===== config.mk =====
export PLATFORM = sky130hd
export DESIGN_NAME = spi_cfg_slave
export DESIGN_NICKNAME = d
export VERILOG_FILES = /design/src/rtl/spi_cfg_slave.sv
export SDC_FILE = /design/constraint.sdc
export NUM_CORES = 1
export LEC_CHECK = 0
export ABC_AREA = 1
export CELL_PAD_IN_SITES_DETAIL_PLACEMENT = 0
export CELL_PAD_IN_SITES_GLOBAL_PLACEMENT = 1
export CORE_AREA = 2 2 180 217
export CTS_CLUSTER_SIZE = 40
export DETAILED_ROUTE_END_ITERATION = 10
export DIE_AREA = 0 0 182 219
export HOLD_SLACK_MARGIN = 0.02
export PLACE_DENSITY = 0.75
export SLEW_MARGIN = 20
export SYNTH_ARGS = -nofsm -noshare
export SYNTH_HDL_FRONTEND = slang
export SYNTH_SLANG_ARGS = --single-unit

===== constraint.sdc =====
create_clock -name sclk -period 3.9 [get_ports sclk]
set_input_delay 0.78 -clock sclk [delete_from_list [all_inputs] [get_ports sclk]]
set_output_delay 0.78 -clock sclk [all_outputs]
set_load 0.05 [all_outputs]

===== src/rtl/spi_cfg_slave.sv =====
// SPI configuration receiver: oversamples the SPI pins in the sclk domain, writes
// 16-bit {addr,data} frames into a register file and echoes the last good frame.
module spi_cfg_slave #(
  parameter int unsigned FRAME_BITS = 16,
  parameter int unsigned REG_NUM    = 32,
  parameter int unsigned EXP_FRAMES = 32
) (
  input  logic                       sclk,
  input  logic                       rst_n,
  input  logic                       spi_clk,
  input  logic                       spi_csn,
  input  logic                       spi_sdi,
  output logic                       spi_sdo,
  input  logic [$clog2(REG_NUM)-1:0] rd_addr,
  output logic [7:0]                 rd_data,
  output logic                       frame_valid,
  output logic [FRAME_BITS-1:0]      frame_word,
  output logic                       frame_err,
  output logic [5:0]                 frame_cnt,
  output logic                       cfg_done
);

  localparam int unsigned AW  = $clog2(REG_NUM);
  localparam int unsigned BCW = 5;
  localparam int unsigned DW  = 8;

  typedef enum logic [1:0] {IDLE, SHIFT, CHECK} state_e;

  state_e                state_q;
  logic [2:0]            clk_sync_q, csn_sync_q, sdi_sync_q;
  logic [FRAME_BITS-1:0] shift_q, echo_q, frame_word_q;
  logic [BCW-1:0]        bit_cnt_q;
  logic                  spi_sdo_q, frame_valid_q, frame_err_q, cfg_done_q;
  logic [5:0]            frame_cnt_q;
  logic [DW-1:0]         regfile_q [REG_NUM];
  logic [DW-1:0]         rd_data_q;

  logic                  clk_rise, clk_fall, csn_rise, csn_fall, sdi_bit;
  logic                  good_c, wr_en;
  logic [AW-1:0]         wr_addr;
  logic [5:0]            cnt_inc;

  // s1 = [0], s2 = [1], s3 = [2]; edges compare s2 against the delayed s3
  always_ff @(posedge sclk or negedge rst_n) begin
    if (!rst_n) begin
      clk_sync_q <= 3'b000;
      csn_sync_q <= 3'b111;
      sdi_sync_q <= 3'b000;
    end else begin
      clk_sync_q <= {clk_sync_q[1:0], spi_clk};
      csn_sync_q <= {csn_sync_q[1:0], spi_csn};
      sdi_sync_q <= {sdi_sync_q[1:0], spi_sdi};
    end
  end

  assign clk_rise = clk_sync_q[1] & ~clk_sync_q[2];
  assign clk_fall = ~clk_sync_q[1] & clk_sync_q[2];
  assign csn_rise = csn_sync_q[1] & ~csn_sync_q[2];
  assign csn_fall = ~csn_sync_q[1] & csn_sync_q[2];
  assign sdi_bit  = sdi_sync_q[1];

  assign good_c  = (bit_cnt_q == BCW'(FRAME_BITS)) &&
                   (shift_q[FRAME_BITS-1:DW+AW] == '0);
  assign wr_en   = (state_q == CHECK) && good_c;
  assign wr_addr = shift_q[DW +: AW];
  assign cnt_inc = (frame_cnt_q == 6'h3F) ? frame_cnt_q : frame_cnt_q + 6'd1;

  // Frame FSM with registered status outputs
  always_ff @(posedge sclk or negedge rst_n) begin
    if (!rst_n) begin
      state_q       <= IDLE;
      shift_q       <= '0;
      echo_q        <= '0;
      bit_cnt_q     <= '0;
      spi_sdo_q     <= 1'b0;
      frame_word_q  <= '0;
      frame_valid_q <= 1'b0;
      frame_err_q   <= 1'b0;
      frame_cnt_q   <= '0;
      cfg_done_q    <= 1'b0;
    end else begin
      frame_valid_q <= 1'b0;
      frame_err_q   <= 1'b0;
      case (state_q)
        IDLE: begin
          bit_cnt_q <= '0;
          spi_sdo_q <= 1'b0;
          if (csn_fall) begin
            state_q <= SHIFT;
            echo_q  <= frame_word_q;
          end
        end
        SHIFT: begin
          if (csn_rise) begin
            state_q   <= CHECK;
            spi_sdo_q <= 1'b0;
          end else begin
            if (clk_rise) begin
              shift_q <= {shift_q[FRAME_BITS-2:0], sdi_bit};
              if (bit_cnt_q != BCW'(FRAME_BITS + 1)) bit_cnt_q <= bit_cnt_q + BCW'(1);
            end
            if (clk_fall) begin
              echo_q    <= {echo_q[FRAME_BITS-2:0], 1'b0};
              spi_sdo_q <= echo_q[FRAME_BITS-1];
            end
          end
        end
        CHECK: begin
          state_q   <= IDLE;
          spi_sdo_q <= 1'b0;
          if (good_c) begin
            frame_word_q  <= shift_q;
            frame_valid_q <= 1'b1;
            frame_cnt_q   <= cnt_inc;
            if (cnt_inc == 6'(EXP_FRAMES)) cfg_done_q <= 1'b1;
          end else begin
            frame_err_q <= 1'b1;
          end
        end
        default: state_q <= IDLE;
      endcase
    end
  end

  // Register file; a same-cycle read returns the pre-write contents
  always_ff @(posedge sclk or negedge rst_n) begin
    if (!rst_n) begin
      for (int i = 0; i < int'(REG_NUM); i++) regfile_q[i] <= '0;
      rd_data_q <= '0;
    end else begin
      if (wr_en) regfile_q[wr_addr] <= shift_q[DW-1:0];
      rd_data_q <= regfile_q[rd_addr];
    end
  end

  assign spi_sdo     = spi_sdo_q;
  assign rd_data     = rd_data_q;
  assign frame_valid = frame_valid_q;
  assign frame_word  = frame_word_q;
  assign frame_err   = frame_err_q;
  assign frame_cnt   = frame_cnt_q;
  assign cfg_done    = cfg_done_q;

endmodule


After elaboration in Yosys (flattened, before gate mapping)
Index checks and enable logic that the tools add are counted.
Operators by class
  eq/ne operators: 13
  magnitude comparators: 3
  reductions and logical operators: 15
  muxes and demuxes: 25
  add/subtract/negate cells: 2
  bitwise logic cells: 11
Operators by type and width (number)
  bitwise mux 256 bit: 1
  2-to-1 mux 16 bit: 3
  binary-select mux 8 bit (select 5 bit): 1
  demux 8 bit (select 5 bit): 1
  case mux 16 bit (2 select lines): 1
  2-to-1 mux 8 bit: 3
  2-to-1 mux 5 bit: 3
  equality test 6 bit, second input constant: 2
  >= comparator 6 bit, second input constant: 2
  != test 2 bit, second input constant: 6
  NOT 5 -> 6 bit: 2
  case mux 5 bit (2 select lines): 1
  AND reduction 4 bit: 2
  adder 6 x 1 -> 6 bit, second input constant: 1
  < comparator 6 x 1 -> 1 bit, second input constant: 1
  2-to-1 mux 1 bit: 6
  2-to-1 mux 6 bit: 1
  AND reduction 2 bit: 3
  AND reduction 3 bit: 2
  adder 5 x 1 -> 5 bit, second input constant: 1
  equality test 5 bit, second input constant: 1
  != test 5 bit, second input constant: 1
  NOT 1 bit: 5
  bitwise AND 1 bit: 4
  11 further kinds: 15
Word-level totals
  word-level logic and storage cells: 115
  output and inout port bits: 34
  input port bits: 10
  flip-flop bits (word level): 337

Depth between registers and ports, before layout
  depth in word-level cells: 6
  mapped depth: 11
  gate-level depth less buffers: 9

Worst setup path before layout
Ideal clock, no wire load.
  kind: input port to flip-flop
  start: in rd_addr[0]
  end: reg rd_data_q[2] (netlist: rd_data[2])
  arrival time: 1.824 ns
  stages on the path: 11
  path slack: 2.011 ns
  cells stage by stage: inv_1 > clkbuf_1 > clkbuf_1 > nand2_1 > nand3_1 > nand3_1 > nand2_1 > nand2_1 > nand2_1 > nand2_1 > nand2_1
Between the ends
  cells in the longest elaborated chain, start to end: 4
RTL lines
  start: declaration: RTL line 14  | input logic [$clog2(REG_NUM)-1:0] rd_addr,
  NOT 5 -> 6 bit (implied by the code): RTL line 132  | rd_data_q <= regfile_q[rd_addr];
  binary-select mux 8 bit (select 5 bit): RTL line 132
  2-to-1 mux 8 bit (implied by the code) (2 in a row): RTL line 132
  end signal: assignment: RTL line 132
  end: declaration: RTL line 36  | logic [DW-1:0] rd_data_q;
Every way passes these cells. The select of a mux whose other input is x is not followed.
A chain may end at the register's enable or synchronous reset.

Final worst setup path
  start: reg frame_cnt_q[0] (netlist: frame_cnt[0])
  end: out frame_cnt[0]
RTL lines
  start: declaration: RTL line 34  | logic [5:0] frame_cnt_q;
  start signal: assignment: RTL line 114  | frame_cnt_q <= cnt_inc;
  end: declaration: RTL line 19  | output logic [5:0] frame_cnt,
No word-level cell between the ends.

==> impl_results.md <==
- Worst Setup Slack, final: around 1200 ps
- Post-synthesis compound-gate area fraction: 0.114
- Crit share post-route: 0.682
- Crit path from: frame_cnt[0]
- Status: completed
- RSZ-0062 raised after global routing: false
- Post-Syn Instances: roughly 1.9k
- Hold slack final: 298 ps
- Clock Path Buffers: 3
- Post-synth top area cell: dfrtp_1
- Number of port buffers: 43
- Syn. warnings: 0
- Final net count: 1851
- # rows: 78
- Hold WC Path Type: primary input to async pin
- Crit-path max cell delay: 860 ps
- Placement Setup Slack: 1370 ps
- Vias in the first global route: 11.7k
- Worst-path clk slew: roughly 60 ps
- Die H: 219 um
- Max Slew Vio Count: 0
- Global route overflow: 0
- Skew final: approximately 16 ps
- Worst slew pin tran: between 900 and 1000 ps
- TritonCTS buffer count: 38
- Antenna cells: 0
- Syn Area/Cell: 8.06 sq um
- Syn_nets: 1868
- Die area: 39900 sq um
- Xor/xnor share of the synthesized area: 0.00117
- Relative max-transition margin: 0.393
- Fillers: between 3k and 4k
- Placed cells: between 2k and 2.5k
- Pwr Total: 8.05 mW
- Final core utilization: 0.449
- Worst VDD drop: 0.259 mV
- P&R area growth vs syn: 13.2%
- Clk root buf: clkbuf_16
- Critical path's slowest cell: clkdlybuf4s50_1
- Yosys reg bits: 337
- Cell Area, Synth: 14900 sq um
- Worst path cell trace: clkdlybuf4s50_1
- F_max: 376 MHz
- Main combinational cell family by area after synthesis: simple AND/OR/NAND/NOR gates
- Power per standard cell area: 476 nW/um^2
- Core footprint: between 30000 and 40000 sq um
- Post-synth top area share: 0.559
- WP data required: 3120 ps
- Critical path endpoint category: output pin
- Via density: 5.27
- Setup TNS: 0 ps
- Post-Layout Cell Count: 2340
- Post-CTS sizing: 0
- Synth area leaders: dfrtp_1 (56%), nand2_1 (18%), o21ai_0 (10%), nand3_1 (7.2%), clkbuf_1 (2.7%)
- Drt initial violations: roughly 1.1k
- Final ANT Viol Nets: 0
- CP Class: register to output pin
- Tmin final: 2660 ps
- Overall routing resource usage: 0.219
- Remaining routing DRC violations: 0
- Initial antenna violation count: 0
- Top delay family on crit path: buffers and inverters
- Final Setup Violations: 0
- Clock Latency Late Sink: 530 ps
- Initial core utilization: 0.397
- Routability cong.: between 0.8 and 0.9
- CTS tree: done
- First-pass GRT wire length: 67.9 mm
- Fin area: 16900 sq um
- WP data arrival: 1880 ps
- Launch point of the worst reg-to-reg path: bit_cnt_q[0]
- I/O Pins: 44
- Die W: ~180 um
- Crit path buffers/inverters: 1
- Post-CTS setup buffers: 0
- Post-synthesis adder-cell area fraction: 0.00335
- Static Leak: 7.52 nW
- Synth Area in Simple Gates: 0.271
- Count of cell types in the netlist: 25
- Dpl hpwl: 25.6 mm
- WL per Instance: 18.1 um
- H-tree depth: 2
- Mux cell area share after synthesis: 0.000754
- Type of origin of the critical path: register
- Sequential area share after synthesis: 0.565
- Max Cap Viol: 0
- Cell area after placement: 15800 sq um
- Hold buffers post-CTS: 0
- Final Hold Viols: 0
- Pre-antenna DRT Iters: 6
- Share of cells above drive strength 1: 0.0462
- Routed vias: 12.3k
- Clock sinks: 337
- Largest net degree at the start of global routing: around 130
- Final WL: 42.4 mm
- Max FO, Critical Path: 8
[cell usage after synthesis]
master	n
a211oi_1	1
a21oi_1	3
a31oi_1	2
buf_1	11
buf_2	5
clkbuf_1	108
dfrtp_1	334
dfstp_2	3
ha_1	4
inv_1	53
inv_2	2
mux2_2	1
nand2_1	726
nand3_1	215
nand3b_1	1
nand4_1	2
nor2_1	55
nor3_1	1
nor3_4	1
o211ai_1	14
o21a_1	1
o21ai_0	300
o21ai_1	8
o21bai_1	1
xor2_1	2
[registers in the layout (all words and copies together), names as in the netlist, 2 cells and up]
name / count
sdi_sync_q: 2
rd_data: 8
state_q: 2
csn_sync_q: 3
frame_cnt: 6
shift_q: 16
frame_word: 16
regfile_q: 256
bit_cnt_q: 5
echo_q: 16
clk_sync_q: 3
[logic make-up after synthesis]
logic type / count (synthesis)
compound gates: 330
xor+xnor: 2
fa+ha+maj: 4
buf+inv: 179
flops: 337
mux: 1
simple gates: 1001
[final cells by class]
cell class / count / area [sq um] / area share
Multi-Input combinational cell: 1338 / 5830 / 0.345
Inverter: 55 / 209 / 0.0124
Clock buffer: 54 / 1050 / 0.0622
Clock inverter: 9 / 80.1 / 0.00473
Tap cell: 480 / 601 / 0.0355
Sequential cell: 337 / 8440 / 0.499
Timing Repair Buffer: 67 / 708 / 0.0419
[report_power, final]
part	switching [mW]	leakage (nW)	internal, mW
Combinational	0.824	2.30	0.207
Sequential	0.0526	4.66	3.61
Clock	1.41	0.559	1.94
Total	2.29	7.52	5.76
[path summary, 6_finish.rpt]
kind                             endpoint  slack [ps]  cells after the start
setup / recovery             frame_cnt[0]        1240                      1
hold / removal                 echo_q[14]         300                      1
setup reg to reg           regfile_q[204]        1600                      8
hold reg to reg             sdi_sync_q[1]         350                      0
max in group asynchronous   regfile_q[42]        2650                      2
min in group sclk           sdi_sync_q[1]         350                      0
[layout by cell type, fill, tap and decap left out, types with 3 or more instances in the layout]
| cell type | netlist | final |
|---|---|---|
| a21oi_1 | 3 | 3 |
| o211ai_1 | 14 | 14 |
| buf_12 | 0 | 8 |
| dfstp_2 | 3 | 3 |
| clkbuf_16 | 0 | 39 |
| dfrtp_1 | 334 | 334 |
| nand3_1 | 215 | 215 |
| nand2_1 | 726 | 726 |
| o21ai_1 | 8 | 8 |
| inv_1 | 53 | 50 |
| o21ai_0 | 300 | 300 |
| clkdlybuf4s50_1 | 0 | 40 |
| buf_4 | 0 | 17 |
| nor2_1 | 55 | 54 |
| clkinv_2 | 0 | 6 |
| ha_1 | 4 | 4 |
| clkbuf_1 | 108 | 13 |
[metal layers]
layer / vias up / routed length, um / track usage
li1: 5994 / - / -
met1: 5941 / 19000 / 0.297
met2: 317 / 19900 / 0.360
met3: 73 / 2090 / 0.0309
met4: 0 / 1340 / 0.0758
met5: - / 0 / 0
Power figures use the tool's default switching activity.
